`config.mk`:
```
export PLATFORM = sky130hd
export DESIGN_NAME = aes_in_packer
export DESIGN_NICKNAME = d
export VERILOG_FILES = /design/src/rtl/aes_pkg.sv /design/src/rtl/mod_blkfifo.sv /design/src/rtl/aes_in_packer.sv
export SDC_FILE = /design/constraint.sdc
export NUM_CORES = 1
export LEC_CHECK = 0
export BUFFER_PORTS_ARGS = -buffer_cell sky130_fd_sc_hd__buf_2
export CAP_MARGIN = 20
export CORE_ASPECT_RATIO = 2
export CORE_MARGIN = 10
export CORE_UTILIZATION = 50
export CTS_BUF_LIST = sky130_fd_sc_hd__clkbuf_4 sky130_fd_sc_hd__clkbuf_8
export DETAILED_ROUTE_END_ITERATION = 8
export GPL_ROUTABILITY_DRIVEN = 0
export PLACE_DENSITY_LB_ADDON = 0.12
export REMOVE_ABC_BUFFERS = 1
export SETUP_SLACK_MARGIN = 0.02
export SYNTH_ARGS = -nofsm -noshare
export SYNTH_HDL_FRONTEND = slang
export SYNTH_SLANG_ARGS = --single-unit
```
`constraint.sdc`:
```
create_clock -name clk -period 6.9 [get_ports clk]
set_clock_uncertainty 0.2 [all_clocks]
set_input_delay 0.345 -clock clk [delete_from_list [all_inputs] [get_ports clk]]
set_output_delay 0.345 -clock clk [all_outputs]
set_load 0.01 [all_outputs]
```
`src/rtl/aes_pkg.sv`:
```
// rtl/aes_pkg.sv - shared block type, word-per-block constant and issue-FSM states
package aes_pkg;

  localparam int WORD_W        = 32;
  localparam int WORDS_PER_BLK = 4;
  localparam int BLK_W         = WORD_W * WORDS_PER_BLK;

  typedef logic [BLK_W-1:0] aes_block_t;

  typedef enum logic [1:0] {
    ST_IDLE  = 2'd0,
    ST_START = 2'd1,
    ST_BUSY  = 2'd2
  } issue_state_t;

  function automatic logic [WORD_W-1:0] byte_rev32(input logic [WORD_W-1:0] w);
    return {w[7:0], w[15:8], w[23:16], w[31:24]};
  endfunction

endpackage

```
`src/rtl/mod_blkfifo.sv`:
```
// rtl/mod_blkfifo.sv - circular store of DEPTH 128-bit blocks with count, full and empty
module mod_blkfifo
  import aes_pkg::*;
#(
  parameter int DEPTH = 2,
  parameter int CNT_W = $clog2(DEPTH + 1)
) (
  input  logic             clk,
  input  logic             resetn,
  input  logic             i_push,
  input  aes_block_t       i_push_data,
  input  logic             i_pop,
  output aes_block_t       o_head,
  output logic [CNT_W-1:0] o_count,
  output logic             o_full,
  output logic             o_empty
);

  localparam int PTR_W = (DEPTH > 1) ? $clog2(DEPTH) : 1;

  aes_block_t       r_slots [DEPTH];
  logic [PTR_W-1:0] r_wr_ptr;
  logic [PTR_W-1:0] r_rd_ptr;
  logic [CNT_W-1:0] r_count;
  logic             w_do_push;
  logic             w_do_pop;

  function automatic logic [PTR_W-1:0] ptr_inc(input logic [PTR_W-1:0] p);
    return (p == PTR_W'(DEPTH - 1)) ? '0 : p + 1'b1;
  endfunction

  assign o_full    = (r_count == CNT_W'(DEPTH));
  assign o_empty   = (r_count == '0);
  assign o_count   = r_count;
  assign o_head    = r_slots[r_rd_ptr];
  // A push into a full store is legal when the head leaves on the same edge.
  assign w_do_pop  = i_pop && !o_empty;
  assign w_do_push = i_push && (!o_full || w_do_pop);

  always_ff @(posedge clk) begin
    if (w_do_push) begin
      r_slots[r_wr_ptr] <= i_push_data;
    end
  end

  always_ff @(posedge clk or negedge resetn) begin
    if (!resetn) begin
      r_wr_ptr <= '0;
      r_rd_ptr <= '0;
      r_count  <= '0;
    end else begin
      if (w_do_push) begin
        r_wr_ptr <= ptr_inc(r_wr_ptr);
      end
      if (w_do_pop) begin
        r_rd_ptr <= ptr_inc(r_rd_ptr);
      end
      case ({w_do_push, w_do_pop})
        2'b10:   r_count <= r_count + 1'b1;
        2'b01:   r_count <= r_count - 1'b1;
        default: r_count <= r_count;
      endcase
    end
  end

endmodule

```
`src/rtl/aes_in_packer.sv`:
```
// rtl/aes_in_packer.sv - packs 32-bit stream words into 128-bit blocks and issues them to the AES encoder
// Define AES_PACK_BYTESWAP_EN to byte-reverse each word as it is captured.
module aes_in_packer
  import aes_pkg::*;
#(
  parameter int BUF_DEPTH = 2
) (
  input  logic         clk,
  input  logic         resetn,
  input  logic [31:0]  s_tdata,
  input  logic         s_tvalid,
  input  logic         s_tlast,
  output logic         s_tready,
  output logic [127:0] enc_dataIn,
  output logic         ctrl_dataIn_enc,
  input  logic         ctrl_dataOut_enc,
  output logic         busy,
  output logic         err_frame
);

  localparam int CNT_W = $clog2(BUF_DEPTH + 1);

  logic                      r_rdy_en;
  logic [1:0]                r_wcnt;
  logic [3*WORD_W-1:0]       r_asm;
  logic                      r_err;
  issue_state_t              r_state;
  aes_block_t                r_enc_data;
  logic                      r_start;
  logic                      r_busy;

  logic [WORD_W-1:0]         w_word;
  logic                      w_xfer;
  logic                      w_last_word;
  logic                      w_short;
  logic                      w_push;
  logic                      w_pop;
  aes_block_t                w_push_blk;
  aes_block_t                w_head;
  logic [CNT_W-1:0]          w_count;
  logic                      w_full;
  logic                      w_empty;

`ifdef AES_PACK_BYTESWAP_EN
  assign w_word = byte_rev32(s_tdata);
`else
  assign w_word = s_tdata;
`endif

  assign w_xfer      = s_tvalid && s_tready;
  assign w_last_word = (r_wcnt == 2'(WORDS_PER_BLK - 1));
  assign w_short     = w_xfer && s_tlast && !w_last_word;
  assign w_push      = w_xfer && w_last_word;
  assign w_push_blk  = {w_word, r_asm};
  assign w_pop       = (r_state == ST_BUSY) && ctrl_dataOut_enc && (w_count != '0);
  // Ready looks through a same-cycle pop so the stream never loses a cycle on a full store.
  assign s_tready    = r_rdy_en && (!w_full || w_pop);

  always_ff @(posedge clk or negedge resetn) begin
    if (!resetn) begin
      r_rdy_en <= 1'b0;
      r_wcnt   <= '0;
      r_asm    <= '0;
      r_err    <= 1'b0;
    end else begin
      r_rdy_en <= 1'b1;
      if (w_short) begin
        r_wcnt <= '0;
        r_err  <= 1'b1;
      end else if (w_xfer) begin
        case (r_wcnt)
          2'd0:    r_asm[31:0]  <= w_word;
          2'd1:    r_asm[63:32] <= w_word;
          2'd2:    r_asm[95:64] <= w_word;
          default: r_asm        <= r_asm;
        endcase
        r_wcnt <= r_wcnt + 2'd1;
      end
    end
  end

  // The head block is latched on the way into START and held until the next issue.
  always_ff @(posedge clk or negedge resetn) begin
    if (!resetn) begin
      r_state    <= ST_IDLE;
      r_start    <= 1'b0;
      r_busy     <= 1'b0;
      r_enc_data <= '0;
    end else begin
      case (r_state)
        ST_IDLE: begin
          if (!w_empty) begin
            r_state    <= ST_START;
            r_start    <= 1'b1;
            r_busy     <= 1'b1;
            r_enc_data <= w_head;
          end
        end
        ST_START: begin
          r_state <= ST_BUSY;
          r_start <= 1'b0;
        end
        ST_BUSY: begin
          if (ctrl_dataOut_enc) begin
            r_state <= ST_IDLE;
            r_busy  <= 1'b0;
          end
        end
        default: begin
          r_state <= ST_IDLE;
          r_start <= 1'b0;
          r_busy  <= 1'b0;
        end
      endcase
    end
  end

  assign enc_dataIn      = r_enc_data;
  assign ctrl_dataIn_enc = r_start;
  assign busy            = r_busy;
  assign err_frame       = r_err;

  mod_blkfifo #(
    .DEPTH (BUF_DEPTH),
    .CNT_W (CNT_W)
  ) u_blkfifo (
    .clk         (clk),
    .resetn      (resetn),
    .i_push      (w_push),
    .i_push_data (w_push_blk),
    .i_pop       (w_pop),
    .o_head      (w_head),
    .o_count     (w_count),
    .o_full      (w_full),
    .o_empty     (w_empty)
  );

endmodule

```
==> results.py <==
metrics = {
    "floorplan": {
        "design.portCount": 169,
        "chipHeight_um": 286,
        "die_width_um": 153,
        "core_area_mm2": 0.0351,
        "floorplan.initialDensity_pct": 50.5,
        "fp.dieArea_mm2": 0.0438,
        "placement_rows": 97,
    },
    "cells_and_area": {
        "layout-drive-gt1-share_pct": 29.4,
        "final_common_cell": "sky130_fd_sc_hd__edfxtp_1",
        "layout.core_utilization_pct": 59.2,
        "filler_free_cell_count_of_the_finished_design": 1800,
        "num-fill-cells": 2721,
        "nNetsFinal": 1342,
        "final_cell_area_mm2": 0.0208,
        "syn_to_final_growth_pct": 17.2,
        "layout.cells.most_common_list": "sky130_fd_sc_hd__edfxtp_1, sky130_fd_sc_hd__dfrtp_1, sky130_fd_sc_hd__buf_2, sky130_fd_sc_hd__mux2i_1, sky130_fd_sc_hd__nor2_1",
    },
    "power": {
        "p_leak_nw": 8.39,
        "vdd_drop_max_uv": 787,
        "power_density_mw_per_mm2": 441,
    },
    "drt": {
        "drc": 0,
        "drt_iter0_drc": 473,
        "dr_total_vias": 9135,
        "ant_nets": 0,
        "finalWirelength_mm": 33.8,
        "wl_per_cell_um": 18.8,
        "detail_route.first_pass.iterations": 7,
        "drt-vias-per-instance": 5.08,
    },
    "grt": {
        "grt_pass1_vias": 9873,
        "grt_start_max_net_pins": 111,
        "grt_first_pass_wirelength_mm": 54.2,
        "initial_antenna_violation_count": 1,
        "overflow": 0,
        "global_route.usage.total_pct": 15.5,
    },
    "placement": {
        "placed_cells": 1639,
        "place.detailed.hpwl_mm": 20.1,
        "number_of_i_o_port_buffers": 168,
        "placed_cell_area_mm2": 0.0190,
    },
    "timing": {
        "tightest_slew_ns": 0.949,
        "clock.fmax_mhz": 305,
        "max-slew-margin-rel_pct": 36.7,
        "drv_slew": 0,
        "rsz0062_at_grt": "no",
        "final.period_utilization_pct": 47.6,
        "timing.final.crit_period_ns": 3.28,
        "setup-violations-final": 0,
        "final-hold-violation-count": 0,
    },
    "synth": {
        "synth.yosys.seq_area_share_pct": 76.7,
        "yosys.cell_types.count": 27,
        "synth_top_area_cell": "sky130_fd_sc_hd__edfxtp_1",
        "synthesis.area_per_instance_um2": 16.6,
        "synthCells": 1067,
        "synthesis.area_mm2": 0.0177,
        "synth_top_cells_by_area": "sky130_fd_sc_hd__edfxtp_1, sky130_fd_sc_hd__dfrtp_1, sky130_fd_sc_hd__mux2i_1",
        "yosysWarnings": 0,
        "synth_top_cell_area_share_pct": 43.4,
        "synth-seq-cells": 492,
    },
    "setup_path": {
        "timing.critical_path.fanout_max": 48,
        "critPathLaunchType": "flip-flop",
        "path_depth": 6,
        "timing.rr.end": "u_blkfifo.r_slots[1][68]$_DFFE_PP_",
        "crit_start": "r_state[1]$_DFFE_PN0P_",
        "cp.arrival_ns": 3.29,
        "worst-endpoint-required_ns": 6.91,
        "cp_cell_sequence": "nand3b_1 > a31oi_4 > nand3_1 > nor2_4 > buf_4 > buf_4",
        "critical_path.endpoint_type": "flip-flop",
        "r2r-start": "r_state[1]$_DFFE_PN0P_",
        "critical_path_s_top_delay_family": "buffers and inverters",
        "cp.buffers_inverters": 2,
        "timing.critical_path.slowest_cell_delay_ns": 0.64,
        "worst-r2r-cell-count": 6,
        "worstSetupEndpoint": "u_blkfifo.r_slots[1][68]$_DFFE_PP_",
        "worst-r2r-setup-slack_ns": 3.62,
        "crit_path_slowest_cell": "sky130_fd_sc_hd__buf_4",
        "worst_path_most_repeated_cell": "sky130_fd_sc_hd__buf_4",
        "critPathKind": "reg2reg",
    },
    "clock_tree": {
        "cts_inserted_buffers": 68,
        "total_clock_sinks": 492,
        "max-clock-path-buffers": 3,
        "clk-insertion-delay-late_ns": 0.58,
        "tritoncts": "done",
        "cts_root_buf": "sky130_fd_sc_hd__clkbuf_8",
        "post-cts-setup-buffer-count": 0,
        "clkSlewWorstSetupHoldPaths_ns": 0.07,
        "ctsHtreeMaxLevel": 3,
    },
    "min_path": {
        "worstHoldPathCells": 4,
        "timing.hold.worst.class": "in2reg",
    },
    "status": {
        "outcome": "finished clean",
    },
    "flow_run": {
        "drv_cap": 0,
    },
}
[cells in the mapped netlist]
cell,instances
sky130_fd_sc_hd__o22ai_1,1
sky130_fd_sc_hd__clkbuf_1,33
sky130_fd_sc_hd__a31oi_4,1
sky130_fd_sc_hd__mux2i_1,131
sky130_fd_sc_hd__a21o_1,1
sky130_fd_sc_hd__inv_1,6
sky130_fd_sc_hd__a21oi_1,128
sky130_fd_sc_hd__xor2_1,2
sky130_fd_sc_hd__mux2_4,6
sky130_fd_sc_hd__o21bai_1,2
sky130_fd_sc_hd__nand3_1,1
sky130_fd_sc_hd__nand3b_1,1
sky130_fd_sc_hd__mux2_2,90
sky130_fd_sc_hd__edfxtp_1,256
sky130_fd_sc_hd__nor2_1,133
sky130_fd_sc_hd__o21ai_0,1
sky130_fd_sc_hd__ha_1,5
sky130_fd_sc_hd__nand2b_1,1
sky130_fd_sc_hd__nand2_1,4
sky130_fd_sc_hd__buf_6,9
sky130_fd_sc_hd__conb_1,1
sky130_fd_sc_hd__and2_1,1
sky130_fd_sc_hd__dfrtp_1,236
sky130_fd_sc_hd__or2b_1,1
sky130_fd_sc_hd__buf_2,10
sky130_fd_sc_hd__nand4_4,3
sky130_fd_sc_hd__xnor2_1,3
[registers in the layout, indices dropped and copies added (netlist names)]
register / flops
ctrl_dataIn_enc: 1
u_blkfifo.r_wr_ptr: 1
r_rdy_en: 1
err_frame: 1
u_blkfifo.r_slots: 256
r_asm: 96
busy: 1
u_blkfifo.o_count: 2
enc_dataIn: 128
u_blkfifo.r_rd_ptr: 1
r_wcnt: 2
r_state: 2
[area by class of cell]
class	instances	area (um2)	share of cell area [%]
diodes	1	2.50	0.0120
clock buffers	105	1310	6.29
well taps	445	557	2.68
inverters	6	22.5	0.108
flip-flops and latches	492	13600	65.5
repair buffers	215	1320	6.37
multi-input cells	517	3850	18.6
clock inverters	19	108	0.518
[power by group]
| group | switching (mW) | internal [mW] | total (mW) | leakage [nW] |
|---|---|---|---|---|
| Sequential | 0.466 | 4.01 | 4.47 | 5.04 |
| Combinational | 1.36 | 1.05 | 2.41 | 2.59 |
| Clock | 1.02 | 1.25 | 2.27 | 0.759 |
| Total | 2.85 | 6.30 | 9.15 | 8.39 |
[kinds of logic after synthesis]
family                     share of synthesized area (%)
AOI/OAI and AO/OA                                   3.93
xor gates and xnor gates                           0.247
adders and majority gates                          0.353
buffers and inverters                               1.68
DFF                                                 76.7
muxes                                               13.6
other                                             0.0212
and+or+nand+nor                                     3.45
[what timing repair did]
item,CTS,global route
endpoints found under the hold margin,272,0
hold buffers,35,0
gates resized for setup,0,0
[metrics by stage]
stage	TNS (ns)	setup WS [ns]	power [mW]	hold WS, ns
after floorplan	-410.51	-2.56	6.26	-0.151
after global placement	0	3.63	6.90	0.242
after detailed placement	0	3.58	7.00	0.248
after CTS	0	3.55	9.31	0.0762
after global routing	0	3.45	9.75	0.124
final	0	3.62	9.15	0.116
[worst min-delay path by stage]
stage	startpoint	end	slack (ns)
detailed placement	r_asm[37]$_DFFE_PN0P_	u_blkfifo.r_slots[1][37]$_DFFE_PP_	0.25
floorplan	resetn	busy$_DFFE_PN0P_	-0.15
global route	s_tlast	r_wcnt[0]$_DFFE_PN0P_	0.12
CTS	s_tlast	err_frame$_DFFE_PN0P_	0.08
finish	s_tlast	r_wcnt[1]$_DFFE_PN0P_	0.12
global placement	r_asm[82]$_DFFE_PN0P_	u_blkfifo.r_slots[1][82]$_DFFE_PP_	0.24
[layer usage]
layer | global-route usage (%) | part of all wire [%]
met5 | 0 | 0
met1 | 17.9 | 40
met4 | 5.91 | 2.2
met2 | 27.3 | 53
met3 | 3.33 | 4.2
[worst min-delay path, cell delays in order]
cell and delay [ns]:
sky130_fd_sc_hd__buf_2 0.08, sky130_fd_sc_hd__nand2b_1 0.22, sky130_fd_sc_hd__nand2_1 0.14, sky130_fd_sc_hd__mux2i_1 0.06
No activity file was read; power rests on OpenSTA's default activity.
